--- config.mk ---
export PLATFORM = sky130hd
export DESIGN_NAME = shift_rows_pipe
export DESIGN_NICKNAME = d
export VERILOG_FILES = /design/src/rtl/shift_rows_pkg.sv /design/src/rtl/shift_rows_fifo.sv /design/src/rtl/shift_rows_pipe.sv
export SDC_FILE = /design/constraint.sdc
export NUM_CORES = 1
export LEC_CHECK = 0
export CORE_MARGIN = 2
export CORE_UTILIZATION = 41
export CTS_CLUSTER_SIZE = 16
export DETAILED_ROUTE_END_ITERATION = 6
export PLACE_DENSITY_LB_ADDON = 0.1
export SETUP_SLACK_MARGIN = 0.3
export SLEW_MARGIN = 40
export SYNTH_ARGS = -nofsm -noshare
export SYNTH_HDL_FRONTEND = slang
export SYNTH_SLANG_ARGS = --single-unit
--- constraint.sdc ---
create_clock -name Clk -period 10.56 [get_ports Clk]
set_input_delay 3.168 -clock Clk [delete_from_list [all_inputs] [get_ports Clk]]
set_output_delay 3.168 -clock Clk [all_outputs]
set_load 0.005 [all_outputs]
--- src/rtl/shift_rows_pkg.sv ---
// Shared constants, mode encoding and the per-row rotation helper for the
// AES ShiftRows pipeline.
package shift_rows_pkg;

  localparam int BLOCK_W  = 128;
  localparam int ROW_W    = 32;
  localparam int NUM_ROWS = 4;

  typedef enum logic {
    MODE_FWD = 1'b0,
    MODE_INV = 1'b1
  } mode_e;

  // Rotating a doubled copy turns both directions into one right shift.
  function automatic logic [ROW_W-1:0] rot_row(input logic [ROW_W-1:0] row,
                                               input mode_e mode,
                                               input int unsigned r);
    logic [2*ROW_W-1:0] dbl;
    dbl = {row, row};
    if (mode == MODE_FWD) dbl = dbl >> (ROW_W - 8 * r);
    else                  dbl = dbl >> (8 * r);
    return dbl[ROW_W-1:0];
  endfunction

endpackage

--- src/rtl/shift_rows_fifo.sv ---
// Output buffer: circular store plus a registered head, so the consumer-facing
// outputs never come straight from the array.
module shift_rows_fifo #(
  parameter int W     = 8,
  parameter int DEPTH = 2
) (
  input  logic                       clk_i,
  input  logic                       rst_i,
  input  logic                       valid_i,
  output logic                       ready_o,
  input  logic [W-1:0]               data_i,
  output logic                       valid_o,
  input  logic                       ready_i,
  output logic [W-1:0]               data_o,
  output logic [$clog2(DEPTH+1)-1:0] level_o
);

  localparam int PTR_W = (DEPTH > 1) ? $clog2(DEPTH) : 1;
  localparam int LVL_W = $clog2(DEPTH + 1);

  logic [W-1:0]     mem_q [DEPTH];
  logic [PTR_W-1:0] wr_ptr_q, wr_ptr_d;
  logic [PTR_W-1:0] rd_ptr_q, rd_ptr_d, rd_next;
  logic [LVL_W-1:0] level_q, level_d;
  logic [W-1:0]     head_q, head_d;
  logic             push, pop;

  function automatic logic [PTR_W-1:0] inc_ptr(input logic [PTR_W-1:0] p);
    return (p == PTR_W'(DEPTH - 1)) ? '0 : p + 1'b1;
  endfunction

  assign ready_o = !rst_i && (level_q < LVL_W'(DEPTH));
  assign valid_o = (level_q != '0);
  assign push    = valid_i && ready_o;
  assign pop     = valid_o && ready_i;
  assign data_o  = head_q;
  assign level_o = level_q;

  always_comb begin
    wr_ptr_d = wr_ptr_q;
    rd_ptr_d = rd_ptr_q;
    level_d  = level_q;
    head_d   = head_q;
    rd_next  = inc_ptr(rd_ptr_q);
    if (push) wr_ptr_d = inc_ptr(wr_ptr_q);
    if (pop)  rd_ptr_d = rd_next;
    case ({push, pop})
      2'b10:   level_d = level_q + 1'b1;
      2'b01:   level_d = level_q - 1'b1;
      default: level_d = level_q;
    endcase
    // Head reloads from the incoming beat when it becomes the only entry,
    // otherwise from the stored successor on a pop.
    if (push && ((level_q == '0) || (pop && (level_q == LVL_W'(1)))))
      head_d = data_i;
    else if (pop && (level_q > LVL_W'(1)))
      head_d = mem_q[rd_next];
  end

  always_ff @(posedge clk_i) begin
    if (rst_i) begin
      wr_ptr_q <= '0;
      rd_ptr_q <= '0;
      level_q  <= '0;
      head_q   <= '0;
    end else begin
      wr_ptr_q <= wr_ptr_d;
      rd_ptr_q <= rd_ptr_d;
      level_q  <= level_d;
      head_q   <= head_d;
    end
  end

  always_ff @(posedge clk_i) begin
    if (push) mem_q[wr_ptr_q] <= data_i;
  end

endmodule

--- src/rtl/shift_rows_pipe.sv ---
// Multi-lane AES ShiftRows / InvShiftRows stage with a buffered output.
// Define SHIFT_ROWS_PIPE_STATS_EN to add saturating Stat_Beats/Stat_Stalls.
module shift_rows_pipe
  import shift_rows_pkg::*;
#(
  parameter int LANES = 1,
  parameter int TAG_W = 4,
  parameter int DEPTH = 2
) (
  input  logic                       Clk,
  input  logic                       Rst,
  input  logic                       In_Valid,
  output logic                       In_Ready,
  input  logic                       In_Mode,
  input  logic [BLOCK_W*LANES-1:0]   In_Data,
  input  logic [TAG_W-1:0]           In_Tag,
  output logic                       Out_Valid,
  input  logic                       Out_Ready,
  output logic [BLOCK_W*LANES-1:0]   Out_Data,
  output logic [TAG_W-1:0]           Out_Tag,
  output logic                       Out_Mode,
  output logic [$clog2(DEPTH+1)-1:0] Level
`ifdef SHIFT_ROWS_PIPE_STATS_EN
  ,
  output logic [31:0]                Stat_Beats,
  output logic [31:0]                Stat_Stalls
`endif
);

  localparam int DW = BLOCK_W * LANES;
  localparam int FW = DW + TAG_W + 1;

  logic [DW-1:0] xf_data;
  logic [FW-1:0] fifo_out;
  mode_e         in_mode;

  assign in_mode = mode_e'(In_Mode);

  // Lane k row r sits at 32*(4k+r), so one flat index covers every row.
  genvar gi;
  generate
    for (gi = 0; gi < LANES * NUM_ROWS; gi++) begin : g_row
      assign xf_data[gi*ROW_W +: ROW_W] =
        rot_row(In_Data[gi*ROW_W +: ROW_W], in_mode, gi % NUM_ROWS);
    end
  endgenerate

  shift_rows_fifo #(
    .W     (FW),
    .DEPTH (DEPTH)
  ) u_fifo (
    .clk_i   (Clk),
    .rst_i   (Rst),
    .valid_i (In_Valid),
    .ready_o (In_Ready),
    .data_i  ({In_Mode, In_Tag, xf_data}),
    .valid_o (Out_Valid),
    .ready_i (Out_Ready),
    .data_o  (fifo_out),
    .level_o (Level)
  );

  assign Out_Data = fifo_out[DW-1:0];
  assign Out_Tag  = fifo_out[DW +: TAG_W];
  assign Out_Mode = fifo_out[FW-1];

`ifdef SHIFT_ROWS_PIPE_STATS_EN
  logic [31:0] beats_q, beats_d, stalls_q, stalls_d;

  always_comb begin
    beats_d  = beats_q;
    stalls_d = stalls_q;
    if (In_Valid && In_Ready && (beats_q != '1))      beats_d  = beats_q + 1'b1;
    if (Out_Valid && !Out_Ready && (stalls_q != '1)) stalls_d = stalls_q + 1'b1;
  end

  always_ff @(posedge Clk) begin
    if (Rst) begin
      beats_q  <= '0;
      stalls_q <= '0;
    end else begin
      beats_q  <= beats_d;
      stalls_q <= stalls_d;
    end
  end

  assign Stat_Beats  = beats_q;
  assign Stat_Stalls = stalls_q;
`endif

endmodule

# --- Word-level counts from Yosys, hierarchy flattened ---
# Memories as Yosys holds them, arrays and structs flattened.
# Index checks and enable logic that the tools add are counted.
totals:
  in_bits: 137
  mem_count: 1
  wordCells: 35
  ramBits: 266
  out_inout_bits: 137
  register_bits: 137
memory_table:
  columns: ["memory", "words", "width", "read_ports", "rd_ports_with_merged_regs", "wr", "line", "text"]
  rows:
  - ["u_fifo.mem_q", 2, 133, 1, 0, 1, "shift_rows_fifo.sv:21", "logic [W-1:0] mem_q [DEPTH];"]
classes:
  n_lt_le_gt_ge: 2
  reduce_logical: 12
  n_mux: 9
  addsub: 4
  n_eq_ne: 3
op_table:
  columns: ["operator", "n"]
  rows:
  - ["133-bit 2-to-1 mux", 2]
  - ["32-bit 2-to-1 mux", 2]
  - ["1-bit logical AND", 6]
  - ["2-bit nonzero test", 3]
  - ["2-bit by 1-bit == test with 1-bit output (second input constant)", 2]
  - ["1-bit 2-to-1 mux", 4]
  - ["2-bit case mux with 2 select lines", 1]
  - ["1-bit adder (second input constant)", 2]
  - ["2-bit by 1-bit adder with 2-bit output (second input constant)", 1]
  - ["2-bit == test (second input constant)", 1]
  - ["2-bit by 1-bit > comparator with 1-bit output (second input constant)", 1]
  - ["2-bit zero test", 1]
  - ["2-bit < comparator (second input constant)", 1]
  - ["2-bit by 1-bit subtractor with 2-bit output (second input constant)", 1]
  - ["1-bit zero test", 1]
  - ["1-bit logical OR", 1]

# --- Depth between registers and ports, before layout ---
logic_depth:
  depth_word: 6
  depth_mapped: 8
  depth_no_buf: 7

# --- Modules after synthesis ---
# From an unflattened synthesis, not the netlist that was laid out.
unflattened:
  cells_unflattened: 958
  hier_area_um2: 16323.2
modules_own_cells:
  columns: ["mod", "seq_area_each_um2", "n_inst", "area_each_um2", "cells_per_inst"]
  rows:
  - ["shift_rows_fifo", 10730.3, 1, 15245.9, 887]
  - ["shift_rows_pipe", 0.0, 1, 1077.3, 71]

# --- Worst setup path after synthesis ---
# OpenSTA, ideal clock, no wires.
synth_timing:
  path_type: "input to register"
  startpoint: "input port Rst"
  endpoint: "memory u_fifo.mem_q[0][0] in the netlist's numbering (enable)"
  cell_stages: 5
  arrival_time_ps: 9224
  setup_ps: 627
  n_path_buf: 2
  slack_ps: 709
  path_cell_list: "nor3b_2 buf_4 inv_2 buf_2 nor2_1"
synth_via:
  elab_chain_cells: 5
synth_lines:
  columns: ["element", "line", "text"]
  rows:
  - ["start, declared", "shift_rows_pipe.sv:11", "input logic Rst,"]
  - ["1-bit zero test", "shift_rows_fifo.sv:32", "assign ready_o = !rst_i && (level_q < LVL_W'(DEPTH));"]
  - ["1-bit logical AND", "shift_rows_fifo.sv:32", null]
  - ["1-bit logical AND", "shift_rows_fifo.sv:34", "assign push = valid_i && ready_o;"]
  - ["1-bit 2-to-1 mux", "shift_rows_fifo.sv:75", "if (push) mem_q[wr_ptr_q] <= data_i;"]
  - ["1-bit 2-to-1 mux (not written as such)", "shift_rows_fifo.sv:75", null]
  - ["end, declared", "shift_rows_fifo.sv:21", null]
# No other way between the ends.

# --- Final worst setup path ---
layout_timing:
  startpoint: "input port Rst"
  endpoint: "output port In_Ready"
layout_via:
  elab_chain_cells: 2
layout_lines:
  columns: ["element", "line", "text"]
  rows:
  - ["1-bit zero test", "shift_rows_fifo.sv:32", null]
  - ["1-bit logical AND", "shift_rows_fifo.sv:32", null]
  - ["end, declared", "shift_rows_pipe.sv:13", "output logic In_Ready,"]
# No other way between the ends.

==> key figures <==
Clocking
  – Clock insertion delay at the later pin of the skew report: 0.53 ns
  – H-tree levels: 2
  – Root buffer cell: clkbuf_16
  – Cts repair resizes: 0
  – Quantity of hold-fixing buffers added after cts: 0
  – Clk pin slew, worst setup/hold paths: 0.06 ns
  – CTS tree: done
  – Total clock buffers created by CTS: 43
  – Buffers inserted during post-CTS setup optimization: 0
  – Clock tree sinks: 403
  – Buffer levels on the longest clock path: 3

STA
  – Setup_tns: 0 ns
  – Final critical path time including I/O delays and setup: 7.31 ns
  – Final critical-path setup slack: 3.25 ns
  – Setup violators final: 0
  – Hold Vio Cnt, Final: 0
  – Clock skew after layout: 0.0131 ns
  – Slew Limit Headroom: 0.428
  – Max Fclk: 137 MHz
  – Worst Max-Slew Pin Slew: 0.859 ns
  – Worst hold slack after final layout: 0.489 ns
  – Count of pins over their slew limit: 0
  – Unrepaired setup endpoints after global routing: false
  – Final period util: 0.692

Route
  – Via density per instance: 5.82
  – Wire length reported by the detailed router: 44900 um
  – Violation count after the first detailed-route iteration: 735
  – Post-DR wirelength/cell: 23.4 um
  – Routed Antenna Nets: 0
  – DRT Pass-1 Iters: 5
  – DRC violations left: 0
  – Total number of vias: 11200

Yosys
  – Leading cell types by count after synthesis: edfxtp_1, mux2_2, dfxtp_1, a21oi_1
  – Mapped Nets: 1290
  – EDFF count, synth: 266
  – Number of distinct library cells after synthesis: 27
  – Count of yosys warnings during synthesis: 0
  – Sequential fraction of the synthesis area: 0.644
  – Syn Std Cell Area: 0.0167 sq mm
  – Post-Synthesis Cells: 1150
  – Cell with the most instances after synthesis: edfxtp_1
  – Most common flop cell mapped by yosys: edfxtp_1
  – Library cell with the largest summed area after synthesis: edfxtp_1
  – Seq cells post-synth: 403
  – Ys async rst share: 0
  – Area share of the leading cell type in the synthesized netlist: 0.480
  – Average instance area after synthesis: 14.5 sq um
  – Leading post-synthesis cells by cell area: edfxtp_1, dfxtp_1, mux2_2

Floorplanning
  – Y dimension of the die: 206 um
  – Core Rows: 73
  – Die X: 206 um
  – Starting Density: 0.417
  – Count of boundary I/O pins: 274
  – Total die area: 0.0423 sq mm
  – Core area: 0.0399 sq mm

Worst setup path
  – Critical path capture point type: primary output
  – Category of the most critical setup path: input port to primary output
  – Data required time of the worst path: 7.39 ns
  – Largest stage delay, worst path: 0.47 ns
  – Cell with the largest stage delay on the worst path: clkdlybuf4s50_1
  – Critical-path maximum fanout: 38
  – Worst-path cell chain: buf_4 -> nor2_1 -> clkdlybuf4s50_1
  – Type of origin of the critical path: input port
  – Signal arrival time at the worst endpoint: 4.14 ns

Min path
  – Hold Path Class: register to register

Global route
  – First-pass GRT wire length: 68000 um
  – Total global routing track utilization: 0.208
  – Global-route congestion overflow total: 0
  – Number of antenna violations at the first check in global routing: 1
  – Maximum number of pins on one net before global-route repair: 87
  – Number of global-route vias before repair: 11100

Final layout
  – Fill count: 3416
  – Share of post-route cells with drive strength above 1: 0.209
  – Final instance area: 0.0210 sq mm
  – Total Nets Final: 1503
  – Syn-to-layout area delta: 26.4%
  – Number of antenna cells inserted: 0
  – Total area of multi-input combinational cells: 0.00527 sq mm
  – Area taken by flip-flops and latches: 0.0107 sq mm

Placement
  – Total cell area at the placement stage: 0.0197 sq mm
  – Last weighted congestion value of the routability-driven placer: 0.727
  – Number of buffers inserted by port buffering: 273
  – Half-perimeter wire length after placement: 25600 um
  – Post-placement setup slack: 3.25 ns

Power and ir drop
  – Power density of the placed cells: 220 mW/mm^2
  – Maximum vdd ir drop: 0.000151 V
  – LEAKAGE: 6.57 nW
  – Total Power Consumption: 0.00462 W

Status
  – Result of the run: finished, final reports clean

Job
  – Number of max-cap violations: 0
-- worst max-delay path: cells and delay by family --
kind | cells | cell delay, ns
simple gates | 1 | 0.09
buf+inv | 2 | 0.85
-- kinds of logic after synthesis --
logic type,Yosys count,synth area share
compound gates,402,0.171
xor+xnor,4,0.00210
fa+ha+maj,3,0.00225
buf+inv,129,0.0422
flops,403,0.644
mux,197,0.133
simple gates,12,0.00466
-- cells in the final DEF (no fill, tap or decap), types with 5 or more instances in the layout --
cell and n:
o211ai_1 132, a32oi_1 132, clkbuf_8 5, buf_6 7
buf_12 5, clkinv_2 9, nor2_1 5, a21oi_1 133
clkbuf_16 45, clkdlybuf4s50_1 271, buf_4 8, mux2_2 196
dfxtp_1 136, clkbuf_1 11, edfxtp_1 266
-- cell type report --
type	instances	area share
Sequential cell	403	0.510
Clock buffer	61	0.0587
Clock inverter	17	0.00678
Timing Repair Buffer	293	0.142
Tap cell	525	0.0312
Inverter	4	0.000832
Multi-Input combinational cell	618	0.251
-- stage by stage --
step	util	instances
3_5_place_dp	0.493	1843
6_report	0.527	1921
2_1_floorplan	-	1150
4_1_cts	0.527	1921
5_1_grt	0.527	1921
3_3_place_gp	0.489	1838
-- power breakdown --
part           switching (W)  internal [W]
clock network       0.000596      0.000865
registers          0.0000965       0.00188
logic               0.000690      0.000499
-- layer usage --
metal  vias up  wire length (um)  global-route usage
li1       5109                 -                   -
met1      5644             20800               0.306
met2       369             20500               0.316
met3        57              2580              0.0350
met4         2              1040              0.0586
met5         -                11                   0
-- flip-flops by register name, indices dropped and copies added (netlist names) --
signal and flops:
u_fifo.level_o 2, u_fifo.mem_q 266, u_fifo.data_o 133, u_fifo.rd_ptr_q 1, u_fifo.wr_ptr_q 1
-- final timing paths --
kind                                   startpoint                  to  slack, ns  cells after the start
worst max-delay path                          Rst            In_Ready       3.25                      3
worst min-delay path            u_fifo.data_o[90]   u_fifo.data_o[90]       0.49                      2
worst max register to register  u_fifo.level_o[1]  u_fifo.mem_q[0][3]       6.93                      5
worst min register to register  u_fifo.data_o[90]   u_fifo.data_o[90]       0.49                      2
Power figures use the tool's default switching activity.
